--- src/rtl/mem_copy_engine.sv ---
// Word-block copy / constant-fill master for a single-port data memory.
// Memory pins are driven straight from flops so they stay stable across the falling-edge write.
module mem_copy_engine #(
  parameter int unsigned ADDR_W = 10,
  parameter int unsigned LEN_W  = 11
) (
  input  logic              clk,
  input  logic              rst_n,
  input  logic              start_i,
  input  logic              fill_i,
  input  logic [ADDR_W-1:0] src_addr_i,
  input  logic [ADDR_W-1:0] dst_addr_i,
  input  logic [LEN_W-1:0]  length_i,
  input  logic [31:0]       fill_value_i,
  input  logic              abort_i,
  output logic              busy_o,
  output logic              done_o,
  output logic              aborted_o,
  output logic [LEN_W-1:0]  words_done_o,
  output logic [31:0]       mem_addr_o,
  output logic [31:0]       mem_wdata_o,
  output logic              mem_we_n_o,
  input  logic [31:0]       mem_rdata_i
);

  typedef enum logic [1:0] {StIdle, StRead, StWrite, StDone} state_e;

  state_e              state_q;
  logic                fill_q;
  logic [ADDR_W-1:0]   src_q;
  logic [ADDR_W-1:0]   dst_q;
  logic [LEN_W-1:0]    remain_q;
  logic [LEN_W-1:0]    words_done_q;
  logic                aborted_q;
  logic                busy_q;
  logic                done_q;
  logic [ADDR_W-1:0]   addr_q;
  logic [31:0]         wdata_q;
  logic                we_n_q;

  logic [ADDR_W-1:0]   src_inc;
  logic [ADDR_W-1:0]   dst_inc;
  logic                last_word;

  // Pointer increments wrap naturally at 2^ADDR_W.
  assign src_inc   = src_q + ADDR_W'(1);
  assign dst_inc   = dst_q + ADDR_W'(1);
  assign last_word = (remain_q == LEN_W'(1));

  always_ff @(posedge clk or negedge rst_n) begin
    if (!rst_n) begin
      state_q      <= StIdle;
      fill_q       <= 1'b0;
      src_q        <= '0;
      dst_q        <= '0;
      remain_q     <= '0;
      words_done_q <= '0;
      aborted_q    <= 1'b0;
      busy_q       <= 1'b0;
      done_q       <= 1'b0;
      addr_q       <= '0;
      wdata_q      <= '0;
      we_n_q       <= 1'b1;
    end else begin
      done_q <= 1'b0;
      case (state_q)
        StIdle: begin
          if (start_i) begin
            src_q        <= src_addr_i;
            dst_q        <= dst_addr_i;
            remain_q     <= length_i;
            fill_q       <= fill_i;
            words_done_q <= '0;
            aborted_q    <= 1'b0;
            if (length_i == '0) begin
              state_q <= StDone;
              done_q  <= 1'b1;
            end else if (fill_i) begin
              state_q <= StWrite;
              busy_q  <= 1'b1;
              addr_q  <= dst_addr_i;
              wdata_q <= fill_value_i;
              we_n_q  <= 1'b0;
            end else begin
              state_q <= StRead;
              busy_q  <= 1'b1;
              addr_q  <= src_addr_i;
              we_n_q  <= 1'b1;
            end
          end
        end
        StRead: begin
          if (abort_i) begin
            state_q   <= StDone;
            busy_q    <= 1'b0;
            done_q    <= 1'b1;
            aborted_q <= 1'b1;
          end else begin
            state_q <= StWrite;
            addr_q  <= dst_q;
            wdata_q <= mem_rdata_i;
            we_n_q  <= 1'b0;
          end
        end
        StWrite: begin
          // The write in this cycle has already committed on the falling edge.
          words_done_q <= words_done_q + LEN_W'(1);
          src_q        <= src_inc;
          dst_q        <= dst_inc;
          remain_q     <= remain_q - LEN_W'(1);
          if (abort_i || last_word) begin
            state_q   <= StDone;
            busy_q    <= 1'b0;
            done_q    <= 1'b1;
            aborted_q <= abort_i;
            we_n_q    <= 1'b1;
          end else if (fill_q) begin
            addr_q <= dst_inc;
            we_n_q <= 1'b0;
          end else begin
            state_q <= StRead;
            addr_q  <= src_inc;
            we_n_q  <= 1'b1;
          end
        end
        StDone: begin
          state_q <= StIdle;
        end
        default: begin
          state_q <= StIdle;
        end
      endcase
    end
  end

  assign busy_o       = busy_q;
  assign done_o       = done_q;
  assign aborted_o    = aborted_q;
  assign words_done_o = words_done_q;
  assign mem_addr_o   = 32'(addr_q);
  assign mem_wdata_o  = wdata_q;
  assign mem_we_n_o   = we_n_q;

endmodule

--- config.mk ---
export PLATFORM = sky130hd
export DESIGN_NAME = mem_copy_engine
export DESIGN_NICKNAME = d
export VERILOG_FILES = /design/src/rtl/mem_copy_engine.sv
export SDC_FILE = /design/constraint.sdc
export NUM_CORES = 1
export LEC_CHECK = 0
export BUFFER_PORTS_ARGS = -buffer_cell sky130_fd_sc_hd__buf_2
export CAP_MARGIN = 20
export CORE_UTILIZATION = 45
export DETAILED_ROUTE_END_ITERATION = 8
export GPL_TIMING_DRIVEN = 0
export MAX_ROUTING_LAYER = met4
export PLACE_DENSITY = 0.74
export SLEW_MARGIN = 30
export SYNTH_ARGS = -nofsm -noshare
export SYNTH_HDL_FRONTEND = slang
export SYNTH_SLANG_ARGS = --single-unit
export TNS_END_PERCENT = 100
--- constraint.sdc ---
create_clock -name clk -period 1.7 [get_ports clk]
set_input_delay 0.085 -clock clk [delete_from_list [all_inputs] [get_ports clk]]
set_output_delay 0.085 -clock clk [all_outputs]
set_load 0.03 [all_outputs]
==> results.rst, run 1 <==
.. list-table::
   :header-rows: 1

   * - Metric
     - Value
   * - Area taken by multi-input logic gates
     - 3740 µm²
   * - Number of I/O pins
     - 179
   * - Final count of hold timing violations
     - 0
   * - Cell area after technology mapping
     - 5740 µm²
   * - First-pass GRT wire length
     - 30200 µm
   * - Setup skew after layout
     - 0.00968 ns
   * - # setup viols final
     - 84
   * - DRC
     - 0
   * - Most instantiated cells after synthesis
     - dfrtp_1, a21oi_1, nor2_1
   * - Die Y
     - 115 µm
   * - Average wire per standard cell
     - 20.9 µm
   * - Util after Layout
     - 0.708
   * - # port buffers
     - 155
   * - Cells traversed along the worst timing path
     - buf_2 -> nand3_1 -> nor4_2 -> xor2_1 -> mux2i_1 -> o31ai_4
   * - Clk Latency, worst-skew pair
     - 0.35 ns
   * - Number of filler cells placed in the layout
     - 845
   * - Number of unique standard cell types used by synthesis
     - 64
   * - Total power
     - 19.2 mW
   * - Number of maximum-capacitance violations
     - 0
   * - Max Transition Viols Final
     - 0
   * - Leakage Power
     - 3.89 nW
   * - Standard cell core area
     - 12200 µm²
   * - Global-route usage over all layers
     - 0.312
   * - Run status
     - complete, but fails checks
   * - Worst endpoint required time
     - 1.97 ns
   * - Data arrival at the endpoint of the critical path
     - 2.37 ns
   * - Count of antenna diodes in the layout
     - 0
   * - Failing checks
     - setup timing
   * - Peak supply drop
     - 902 µV
   * - Die span in x
     - 115 µm
   * - Most used flip-flop cell after synthesis
     - dfrtp_1
   * - Sinks on the clock net
     - 91
   * - Post-detailed-route count of antenna-violating nets
     - 0
   * - Total Neg Setup Slack
     - -9.46 ns
   * - Top post-synthesis cells by area
     - dfrtp_1, mux2i_1, a21oi_1
   * - Pre-CTS WS
     - -0.627 ns
   * - RePlAce Congestion
     - 0.969
   * - Post-synthesis sequential element count
     - 91
   * - Number of global-route vias before repair
     - 5899
   * - Share of the yosys chip area belonging to registers
     - 0.397
   * - Post-synth EDFFs
     - 0
   * - Number of DRC markers after the initial detailed-route iteration
     - 775
   * - Class of the most critical setup path
     - flop to flop
   * - RSZ-0062 raised after global routing
     - yes
   * - Post-synthesis instance total
     - 641
   * - Maximum number of pins on one net before global-route repair
     - 55
   * - H-tree depth
     - 3
   * - Fin worst setup slack
     - -0.401 ns
   * - Standard-cell row count
     - 40
   * - Finished Cell Area
     - 8650 µm²
   * - Async S/R FF share, synth
     - 1.00
   * - Actual transition at the worst max-transition pin
     - 0.796 ns
   * - WL final
     - 22100 µm
   * - Clock tree from TritonCTS
     - built
   * - Cell count after placement
     - 986
   * - DR pass1 iterations
     - 8
   * - Starting Density
     - 0.470
   * - Layout cell share with drive strength beyond 1
     - 0.469
   * - Post-layout net count
     - 998
   * - Fmax achieved
     - 476 MHz
   * - CP peak stage delay
     - 0.63 ns
   * - Crit path capture type
     - flop
   * - Number of buffers created by CTS
     - 9
   * - Area of all sequential standard cells
     - 2280 µm²
   * - Kind of start point of the critical path
     - flop
   * - Layout overhead on the synthesized area
     - 50.8%
   * - Global route total overflow
     - 0
   * - Part of the cycle the worst path needs
     - 1.24
   * - Synthesis Warnings
     - 0
   * - Total placed instance area
     - 6930 µm²
   * - Clock period minus final worst setup slack
     - 2.10 ns
   * - Power per unit of standard cell area
     - 2220 nW/µm²
   * - DP Wirelength
     - 13200 µm
   * - Die Area
     - 13200 µm²
   * - Crit Path Max Fanout
     - 10
   * - Min-delay worst type
     - input port to flop
   * - Antenna violations before repair
     - 0
   * - Slew Limit Headroom
     - 0.469
   * - Root Buffer
     - clkbuf_16
   * - Post-layout instance count excluding filler cells
     - 1060
   * - Maximum number of buffers from clock root to sink
     - 2
   * - Most common cell in the netlist
     - dfrtp_1
   * - Mean cell area of the mapped netlist
     - 8.95 µm²
   * - Vias after detailed routing
     - 6428
   * - Vias per Instance
     - 6.06
   * - Leading area contributor after synthesis
     - dfrtp_1
   * - Top cell type's share of synthesized area
     - 0.393
   * - Hold Slack
     - 0.0296 ns
   * - Max stage delay cell, worst path
     - nor4_2
   * - Worst-path clk slew
     - 0.07 ns
power by group:
| part | switching, mW | total [mW] | internal, mW |
|---|---|---|---|
| combinational | 7.46 | 13.0 | 5.58 |
| sequential | 0.922 | 4.09 | 3.17 |
| clock | 0.914 | 2.10 | 1.18 |
| total | 9.30 | 19.2 | 9.93 |
worst max-delay path: cells and delay by family, from the launching register on:
kind | cells | cell delay, ns
AO/OA/AOI/OAI | 1 | 0.23
XOR/XNOR | 1 | 0.23
buffers and inverters | 1 | 0.27
flip-flops | 1 | 0.36
multiplexers | 1 | 0.13
AND/OR/NAND/NOR | 2 | 0.79
sequential cells by signal, indices dropped and copies added, names as in the netlist:
signal        count
aborted_o         1
src_q            10
done_o            1
state_q           2
words_done_o     11
mem_we_n_o        1
dst_q            10
remain_q         11
mem_wdata_o      32
addr_q           10
busy_o            1
fill_q            1
routing by layer:
metal  global-route usage  wire length (µm)  vias to the layer above
met1                0.381              8250                     3097
met3               0.0422              1910                      129
met5                    -                 0                        -
met4                0.175              1370                        0
met2                0.499             10600                      404
li1                     -                 -                     2798
cells by family after synthesis:
| kind of cell | synth area share |
|---|---|
| muxes | 0.108 |
| and+or+nand+nor | 0.157 |
| buffers and inverters | 0.0761 |
| adders and majority gates | 0.0218 |
| DFF | 0.397 |
| AOI/OAI and AO/OA | 0.214 |
| xor gates and xnor gates | 0.0244 |
| other | 0.000654 |
area by class of cell:
| cell class | instances | area share |
|---|---|---|
| plain buffers | 67 | 0.0701 |
| clock buffers | 10 | 0.0276 |
| clock inverters | 5 | 0.00723 |
| inverters | 11 | 0.00521 |
| multi-input cells | 487 | 0.432 |
| flip-flops and latches | 91 | 0.264 |
| well taps | 168 | 0.0243 |
| repair buffers | 221 | 0.169 |
path summary, 6_finish.rpt:
| path | from | to | slack [ns] | depth (start not counted) |
|---|---|---|---|---|
| hold / removal | length_i[1] | remain_q[1] | 0.03 | 3 |
| min in group asynchronous | rst_n | addr_q[1] | 0.21 | 2 |
| hold reg to reg | addr_q[2] | addr_q[2] | 0.49 | 1 |
| setup reg to reg | dst_q[2] | addr_q[9] | -0.40 | 6 |
| setup / recovery | dst_q[2] | addr_q[9] | -0.40 | 6 |
| max in group asynchronous | rst_n | mem_we_n_o | 0.84 | 3 |
what timing repair did:
| action | in CTS | in global routing |
|---|---|---|
| hold buffers | 1 | 0 |
| endpoints found under the hold margin | 37 | 0 |
| pin swaps | 37 | 44 |
| buffers inserted | 37 | 27 |
| cloned | 2 | 4 |
| setup endpoints to repair | 91 | 91 |
| resized for setup | 136 | 105 |
layout by cell type, fill, tap and decap left out, drive strengths merged, types with 3 or more instances in the layout:
| master | Yosys | layout |
|---|---|---|
| xor2 | 7 | 7 |
| a21o | 3 | 3 |
| o211ai | 3 | 3 |
| dfrtp | 90 | 90 |
| and4 | 5 | 5 |
| o21ai | 36 | 36 |
| conb | 1 | 22 |
| nand3 | 28 | 28 |
| nor3 | 9 | 9 |
| a211oi | 7 | 7 |
| o31ai | 7 | 7 |
| buf | 49 | 269 |
| nand4 | 5 | 5 |
| nand2 | 44 | 44 |
| nor2b | 8 | 8 |
| ha | 10 | 10 |
| inv | 10 | 10 |
| clkbuf | 25 | 28 |
| or3 | 6 | 6 |
| clkinvlp | 0 | 3 |
| a31oi | 8 | 8 |
| mux2 | 8 | 8 |
| and3 | 5 | 5 |
| nor2 | 57 | 57 |
| a311oi | 3 | 3 |
| nor4 | 5 | 5 |
| o22ai | 22 | 22 |
| a21oi | 70 | 70 |
| o22a | 18 | 18 |
| mux2i | 53 | 53 |
| nand2b | 3 | 3 |
| xnor2 | 9 | 9 |
(Power assumes the default switching activity.)
==> inputs of run 2 (changes only) <==
- PLACE_DENSITY: 0.74 -> 0.72
- clock period: 1.7 -> 2 ns (I/O delays scaled with it)
==> run 2 against run 1 <==
Effect of this change:
- the flow now finishes without violations
- combinational power shrank 38%
- routed wire length decreased by 20%
- final cell count fell by 4.9%
- flip-flop and latch count is the same
- largest cell class unchanged
- core utilization decreased by 10 points
==> results.rst, run 2 (synthesis gave the netlist of run 1 again) <==
.. list-table::
   :header-rows: 1

   * - Metric
     - Value
   * - Destination of the worst register-to-register timing path
     - addr_q[1]
   * - DRC
     - 0 (unchanged)
   * - Terminating pin of the worst hold path
     - remain_q[1]
   * - DR pass1 iterations
     - 6 (-2)
   * - DP Wirelength
     - 12900 µm (-2.5%)
   * - Crit Path Max Fanout
     - 4 (-6)
   * - Number of I/O pins
     - 179 (unchanged)
   * - # port buffers
     - 155 (unchanged)
   * - Finished Cell Area
     - 7400 µm² (-14%)
   * - Layout cell share with drive strength beyond 1
     - 0.331 (-0.138)
   * - Power per unit of standard cell area
     - 1780 nW/µm² (-20%)
   * - WL final
     - 17800 µm (-20%)
   * - Worst endpoint required time
     - 2.23 ns (+0.26 ns)
   * - Total power
     - 13.1 mW (-32%)
   * - RSZ-0062 raised after global routing
     - yes
   * - Number of buffers created by CTS
     - 9 (unchanged)
   * - Fmax achieved
     - 507 MHz (+6.6%)
   * - Count of antenna diodes in the layout
     - 0 (unchanged)
   * - Setup skew after layout
     - 0.00818 ns (-0.00150 ns)
   * - Commonest non-fill, non-tap cell in the layout
     - buf_2
   * - Max stage delay cell, worst path
     - dfrtp_1
   * - Commonest non-fill, non-tap cells in the layout
     - buf_2, dfrtp_1, a21oi_1, nor2_1, mux2i_1
   * - Clk Latency, worst-skew pair
     - 0.35 ns (about the same)
   * - Global-route usage over all layers
     - 0.281 (-0.0307)
   * - Length of routed wiring on met1
     - 7280 µm (-12%)
   * - Min-Delay Path Depth
     - 3 (unchanged)
   * - Vias per Instance
     - 5.66 (-6.7%)
   * - Sinks on the clock net
     - 91 (unchanged)
   * - Maximum number of buffers from clock root to sink
     - 2 (unchanged)
   * - Vias after detailed routing
     - 5704 (-11%)
   * - Number of flip-flops in the largest register
     - 32 (unchanged)
   * - Layout overhead on the synthesized area
     - 29.0%
   * - Total met3 wirelength after detailed routing
     - 1460 µm (-23%)
   * - Global route total overflow
     - 0 (unchanged)
   * - Average wire per standard cell
     - 17.7 µm (-15%)
   * - Leakage Power
     - 3.39 nW (-13%)
   * - Die span in x
     - 115 µm (unchanged)
   * - Min-delay worst type
     - input port to flop
   * - Beginning of the worst hold path
     - length_i[1]
   * - Total placed instance area
     - 6840 µm² (-1.4%)
   * - Die Y
     - 115 µm (unchanged)
   * - Worst-path clk slew
     - 0.07 ns (about the same)
   * - Worst Reg-to-Reg Cells
     - 7 (+1)
   * - Data arrival at the endpoint of the critical path
     - 2.20 ns (-0.17 ns)
   * - Total Neg Setup Slack
     - 0 ns (+9.46 ns)
   * - Peak supply drop
     - 772 µV (-14%)
   * - Standard-cell row count
     - 40 (unchanged)
   * - Root Buffer
     - clkbuf_16
   * - Post-layout net count
     - 945 (-5.3%)
   * - Standard cell core area
     - 12200 µm² (unchanged)
   * - Run status
     - complete, no violations
   * - Max layer used
     - met4
   * - Die Area
     - 13200 µm² (unchanged)
   * - Met2 routed WL
     - 8570 µm (-19%)
   * - Kind of start point of the critical path
     - flop
   * - Pre-CTS WS
     - -0.523 ns (+0.104 ns)
   * - Antenna violations before repair
     - 0 (unchanged)
   * - # setup viols final
     - 0 (-100%)
   * - Slew Limit Headroom
     - 0.479 (+0.0104)
   * - Number of maximum-capacitance violations
     - 0 (unchanged)
   * - Clock tree from TritonCTS
     - built
   * - Post-detailed-route count of antenna-violating nets
     - 0 (unchanged)
   * - Number of global-route vias before repair
     - 5368 (-9.0%)
   * - CP peak stage delay
     - 0.39 ns (-0.24 ns)
   * - Max Transition Viols Final
     - 0 (unchanged)
   * - Number of DRC markers after the initial detailed-route iteration
     - 422 (-46%)
   * - Worst r2r src
     - remain_q[1]
   * - Actual transition at the worst max-transition pin
     - 0.774 ns (-0.0227 ns)
   * - RePlAce Congestion
     - 0.933 (-3.8%)
   * - Maximum number of pins on one net before global-route repair
     - 60 (+9.1%)
   * - Part of the cycle the worst path needs
     - 0.986 (-0.250)
   * - Hold Slack
     - 0.0181 ns (-0.0115 ns)
   * - Reg2Reg Setup Slack
     - 0.03 ns (+0.43 ns)
   * - H-tree depth
     - 3 (unchanged)
   * - Crit path capture type
     - flop
   * - Starting Density
     - 0.470 (unchanged)
   * - Final count of hold timing violations
     - 0 (unchanged)
   * - Clock period minus final worst setup slack
     - 1.97 ns (-0.129 ns)
   * - Class of the most critical setup path
     - flop to flop
   * - First-pass GRT wire length
     - 27700 µm (-8.4%)
   * - Fin worst setup slack
     - 0.0284 ns (+0.429 ns)
   * - Cells traversed along the worst timing path
     - inv_2 -> ha_4 -> nor4b_4 -> a31oi_4 -> o22ai_4 -> buf_12 -> mux2_4
-- run 2: cell types whose count changed in the layout (fill, tap and decap cells not counted), moves of 7 or more --
cell,previous run,this run
clkbuf_2,4,12
nand2_1,30,43
nand3_2,10,1
nand2_2,11,1
buf_4,63,37
o21ai_0,17,34
a21oi_1,60,69
buf_8,8,1
a21oi_2,9,1
nand3_1,17,26
o21ai_2,9,0
o21ai_1,9,2
buf_6,27,2
-- run 2: power by group --
group	switching, mW	leakage [nW]	total, mW	internal, mW
clock	0.740	0.132	1.66	0.917
combinational	4.99	2.21	8.09	3.11
sequential	0.708	1.05	3.40	2.69
-- run 2: final cells by class --
class	instances	area, µm²
fill	1139	4810
multi-input combinational	486	3240
sequential	91	2280
timing repair buffer	167	907
buffer	69	432
clock buffer	13	260
tap	168	210
inverter	11	41.3
clock inverter	3	23.8
-- run 2: what timing repair did --
action | CTS | global route
endpoints found under the setup margin | 89 | 74
hold buffers | 1 | 0
pin swaps | 4 | 4
endpoints found under the hold margin | 32 | 0
setup buffers | 8 | 2
gates resized for setup | 43 | 23
-- run 2: worst max path at each step --
stage	start	to	slack, ns	cells past startpoint
3_5_place_dp	state_q[0]	src_q[2]	-0.52	8
4_1_cts	state_q[0]	mem_wdata_o[5]	0.002	9
2_1_floorplan	state_q[0]	words_done_o[9]	0.05	8
3_3_place_gp	state_q[0]	dst_q[6]	-0.49	8
6_report	remain_q[1]	addr_q[1]	0.03	7
5_1_grt	remain_q[1]	addr_q[1]	-0.05	7
-- run 2: layer usage --
layer,up-vias,global-route usage
met5,-,-
met4,0,0.114
met3,50,0.0480
met2,277,0.453
met1,2705,0.350
li1,2672,-
-- run 2: worst max-delay path, delay by kind of cell (launching register included) --
kind / cells / cell delay, ns
AOI/OAI and AO/OA: 2 / 0.50
adders and majority gates: 1 / 0.13
buffers and inverters: 2 / 0.26
DFF: 1 / 0.39
muxes: 1 / 0.29
and+or+nand+nor: 1 / 0.27
-- run 2: stage by stage --
stage | instances | utilization
6_report | 1008 | 0.606
5_1_grt | 1008 | 0.606
4_1_cts | 1009 | 0.598
3_5_place_dp | 986 | 0.560
3_3_place_gp | 985 | 0.557
2_1_floorplan | 662 | -
==> inputs of run 3 (changes only) <==
- RECOVER_POWER: unset -> 100
==> run 3 against run 2 <==
Effect of this change:
- clock skew hardly changed
- global-route usage stayed put
- hold slack better by 0.0029 ns
- maximum frequency is 0.39% higher
- critical path depth stayed put
- final cell count stayed put
- flip-flop and latch count stayed put
- core utilization is 0.64 points lower
- critical path type unchanged
==> results.rst, run 3 (synthesis gave the netlist of run 1 again) <==
.. list-table::
   :header-rows: 1

   * - Metric
     - Value
   * - Run status
     - complete, no violations
   * - Worst r2r src
     - remain_q[1]
   * - CP Depth
     - 7 (unchanged)
   * - DRC
     - 0 (unchanged)
   * - Min-delay worst type
     - input port to flop
   * - Number of I/O pins
     - 179 (unchanged)
   * - Finished Cell Area
     - 7320 µm² (-1.0%)
   * - Global-route usage over all layers
     - 0.281 (unchanged)
   * - CP peak stage delay
     - 0.39 ns (about the same)
   * - Die Y
     - 115 µm (unchanged)
   * - Final count of hold timing violations
     - 0 (unchanged)
   * - Post-detailed-route count of antenna-violating nets
     - 0 (unchanged)
   * - Number of filler cells placed in the layout
     - 1175 (+3.2%)
   * - # port buffers
     - 155 (unchanged)
   * - Root Buffer
     - clkbuf_16
   * - Die span in x
     - 115 µm (unchanged)
   * - Vias after detailed routing
     - 5724 (+0.35%)
   * - Max stage delay cell, worst path
     - dfrtp_1
   * - Beginning of the worst hold path
     - length_i[1]
   * - Worst path buffer plus inverter count
     - 2 (unchanged)
   * - Fmax achieved
     - 509 MHz (+0.39%)
   * - Kind of start point of the critical path
     - flop
   * - Global route total overflow
     - 0 (unchanged)
   * - First-pass GRT wire length
     - 27700 µm (unchanged)
   * - WL final
     - 17800 µm (+0.14%)
   * - Commonest non-fill, non-tap cell in the layout
     - buf_2
   * - Clk Latency, worst-skew pair
     - 0.35 ns (about the same)
   * - Cells traversed along the worst timing path
     - inv_2 -> ha_4 -> nor4b_4 -> a31oi_4 -> o22ai_4 -> buf_12 -> mux2_4
   * - RSZ-0062 raised after global routing
     - yes
   * - Layout cell share with drive strength beyond 1
     - 0.263 (-0.0679)
   * - Commonest non-fill, non-tap cells in the layout
     - buf_2, dfrtp_1, a21oi_1, clkbuf_1, nor2_1
   * - Endpoint of the worst setup timing path
     - addr_q[1]
   * - Crit Path Max Fanout
     - 4 (unchanged)
   * - Maximum number of pins on one net before global-route repair
     - 60 (unchanged)
   * - Layout overhead on the synthesized area
     - 27.6%
   * - Cell count after placement
     - 986 (unchanged)
   * - DR pass1 iterations
     - 5 (-1)
   * - Kind of cell with the highest combined delay on the critical path
     - compound AO/OA/AOI/OAI gates
   * - Data arrival at the endpoint of the critical path
     - 2.19 ns (about the same)
   * - Hold Slack
     - 0.0210 ns (+0.00286 ns)
   * - Post-layout instance count excluding filler cells
     - 1008 (unchanged)
   * - Clock period minus final worst setup slack
     - 1.96 ns (-0.00770 ns)
   * - Total Neg Setup Slack
     - 0 ns (unchanged)
   * - Class of the most critical setup path
     - flop to flop
   * - Number of flip-flops in the largest register
     - 32 (unchanged)
   * - Average wire per standard cell
     - 17.7 µm (+0.14%)
   * - Total placed instance area
     - 6840 µm² (unchanged)
   * - Count of antenna diodes in the layout
     - 0 (unchanged)
   * - Worst-path clk slew
     - 0.06 ns (about the same)
   * - Startpoint of the most critical setup path
     - remain_q[1]
   * - Standard-cell row count
     - 40 (unchanged)
   * - Antenna violations before repair
     - 0 (unchanged)
   * - Reg2Reg Setup Slack
     - 0.04 ns (about the same)
   * - Destination of the worst register-to-register timing path
     - addr_q[1]
   * - Standard cell core area
     - 12200 µm² (unchanged)
   * - Peak supply drop
     - 764 µV (-0.97%)
   * - Clock tree from TritonCTS
     - built
   * - # setup viols final
     - 0 (unchanged)
   * - Number of global-route vias before repair
     - 5368 (unchanged)
   * - Die Area
     - 13200 µm² (unchanged)
   * - DP Wirelength
     - 12900 µm (unchanged)
   * - Number of maximum-capacitance violations
     - 0 (unchanged)
   * - Power per unit of standard cell area
     - 1780 nW/µm² (+0.25%)
   * - Sinks on the clock net
     - 91 (unchanged)
   * - Starting Density
     - 0.470 (unchanged)
   * - H-tree depth
     - 3 (unchanged)
   * - Number of buffers created by CTS
     - 9 (unchanged)
   * - Worst endpoint required time
     - 2.23 ns (about the same)
   * - Slew Limit Headroom
     - 0.401 (-0.0786)
   * - Part of the cycle the worst path needs
     - 0.982 (-0.00385)
   * - Max Transition Viols Final
     - 0 (unchanged)
   * - Number of DRC markers after the initial detailed-route iteration
     - 364 (-14%)
   * - Leakage Power
     - 3.22 nW (-5.0%)
   * - Actual transition at the worst max-transition pin
     - 0.899 ns (+0.125 ns)
   * - Maximum number of buffers from clock root to sink
     - 2 (unchanged)
   * - Setup skew after layout
     - 0.00817 ns (-0.00000463 ns)
   * - Crit path capture type
     - flop
   * - Vias per Instance
     - 5.68 (+0.35%)
   * - RePlAce Congestion
     - 0.933 (unchanged)
   * - Post-layout net count
     - 945 (unchanged)
   * - Worst Reg-to-Reg Cells
     - 7 (unchanged)
-- run 3: per-stage QoR --
step                worst slack [ns]  utilization  power, mW
CTS                          0.00196        0.598       12.8
global placement              -0.494        0.557       10.6
detailed placement            -0.523        0.560       10.8
finish                        0.0361        0.600       13.0
floorplan                     0.0548            -       8.60
global route                 -0.0507        0.600       13.9
-- run 3: worst min-delay path by stage --
| stage | endpoint | cells past startpoint | slack, ns |
|---|---|---|---|
| finish | remain_q[1] | 3 | 0.02 |
| global route | remain_q[1] | 3 | 0.05 |
| CTS | remain_q[1] | 3 | 0.02 |
| detailed placement | remain_q[7] | 1 | 0.02 |
| global placement | remain_q[1] | 3 | 0.38 |
| floorplan | aborted_o | 0 | -0.20 |
-- run 3: where the power goes --
| group | internal [mW] | switching, mW | total, mW |
|---|---|---|---|
| sequential | 2.69 | 0.726 | 3.42 |
| clock | 0.917 | 0.733 | 1.65 |
| combinational | 2.97 | 5.00 | 7.97 |
| total | 6.58 | 6.46 | 13.0 |
-- run 3: timing repair --
item | CTS | global route
gates resized for setup | 43 | 23
hold buffers | 1 | 0
setup buffers | 8 | 2
setup endpoints to repair | 89 | 74
pin swaps | 4 | 4
hold endpoints to repair | 32 | 0
-- run 3: final cells by class --
type / instances / area, µm² / share of cell area
plain buffers: 69 / 432 / 0.0590
clock buffers: 13 / 260 / 0.0355
clock inverters: 3 / 23.8 / 0.00325
inverters: 11 / 41.3 / 0.00564
multi-input cells: 486 / 3240 / 0.443
flip-flops and latches: 91 / 2280 / 0.312
well taps: 168 / 210 / 0.0287
repair buffers: 167 / 830 / 0.113
-- run 3: tightest hold or removal path: stages --
cell,delay (ns)
buf_2,0.09
o211ai_1,0.08
o21ai_0,0.07
-- run 3: layer usage --
layer | wire length [µm] | GRT usage | part of all wire | vias to the layer above
met1 | 7390 | 0.350 | 0.41 | 2725
met5 | 0 | - | 0 | -
met3 | 1360 | 0.0480 | 0.076 | 51
met4 | 449 | 0.114 | 0.025 | 0
met2 | 8640 | 0.453 | 0.48 | 272
li1 | - | - | - | 2676
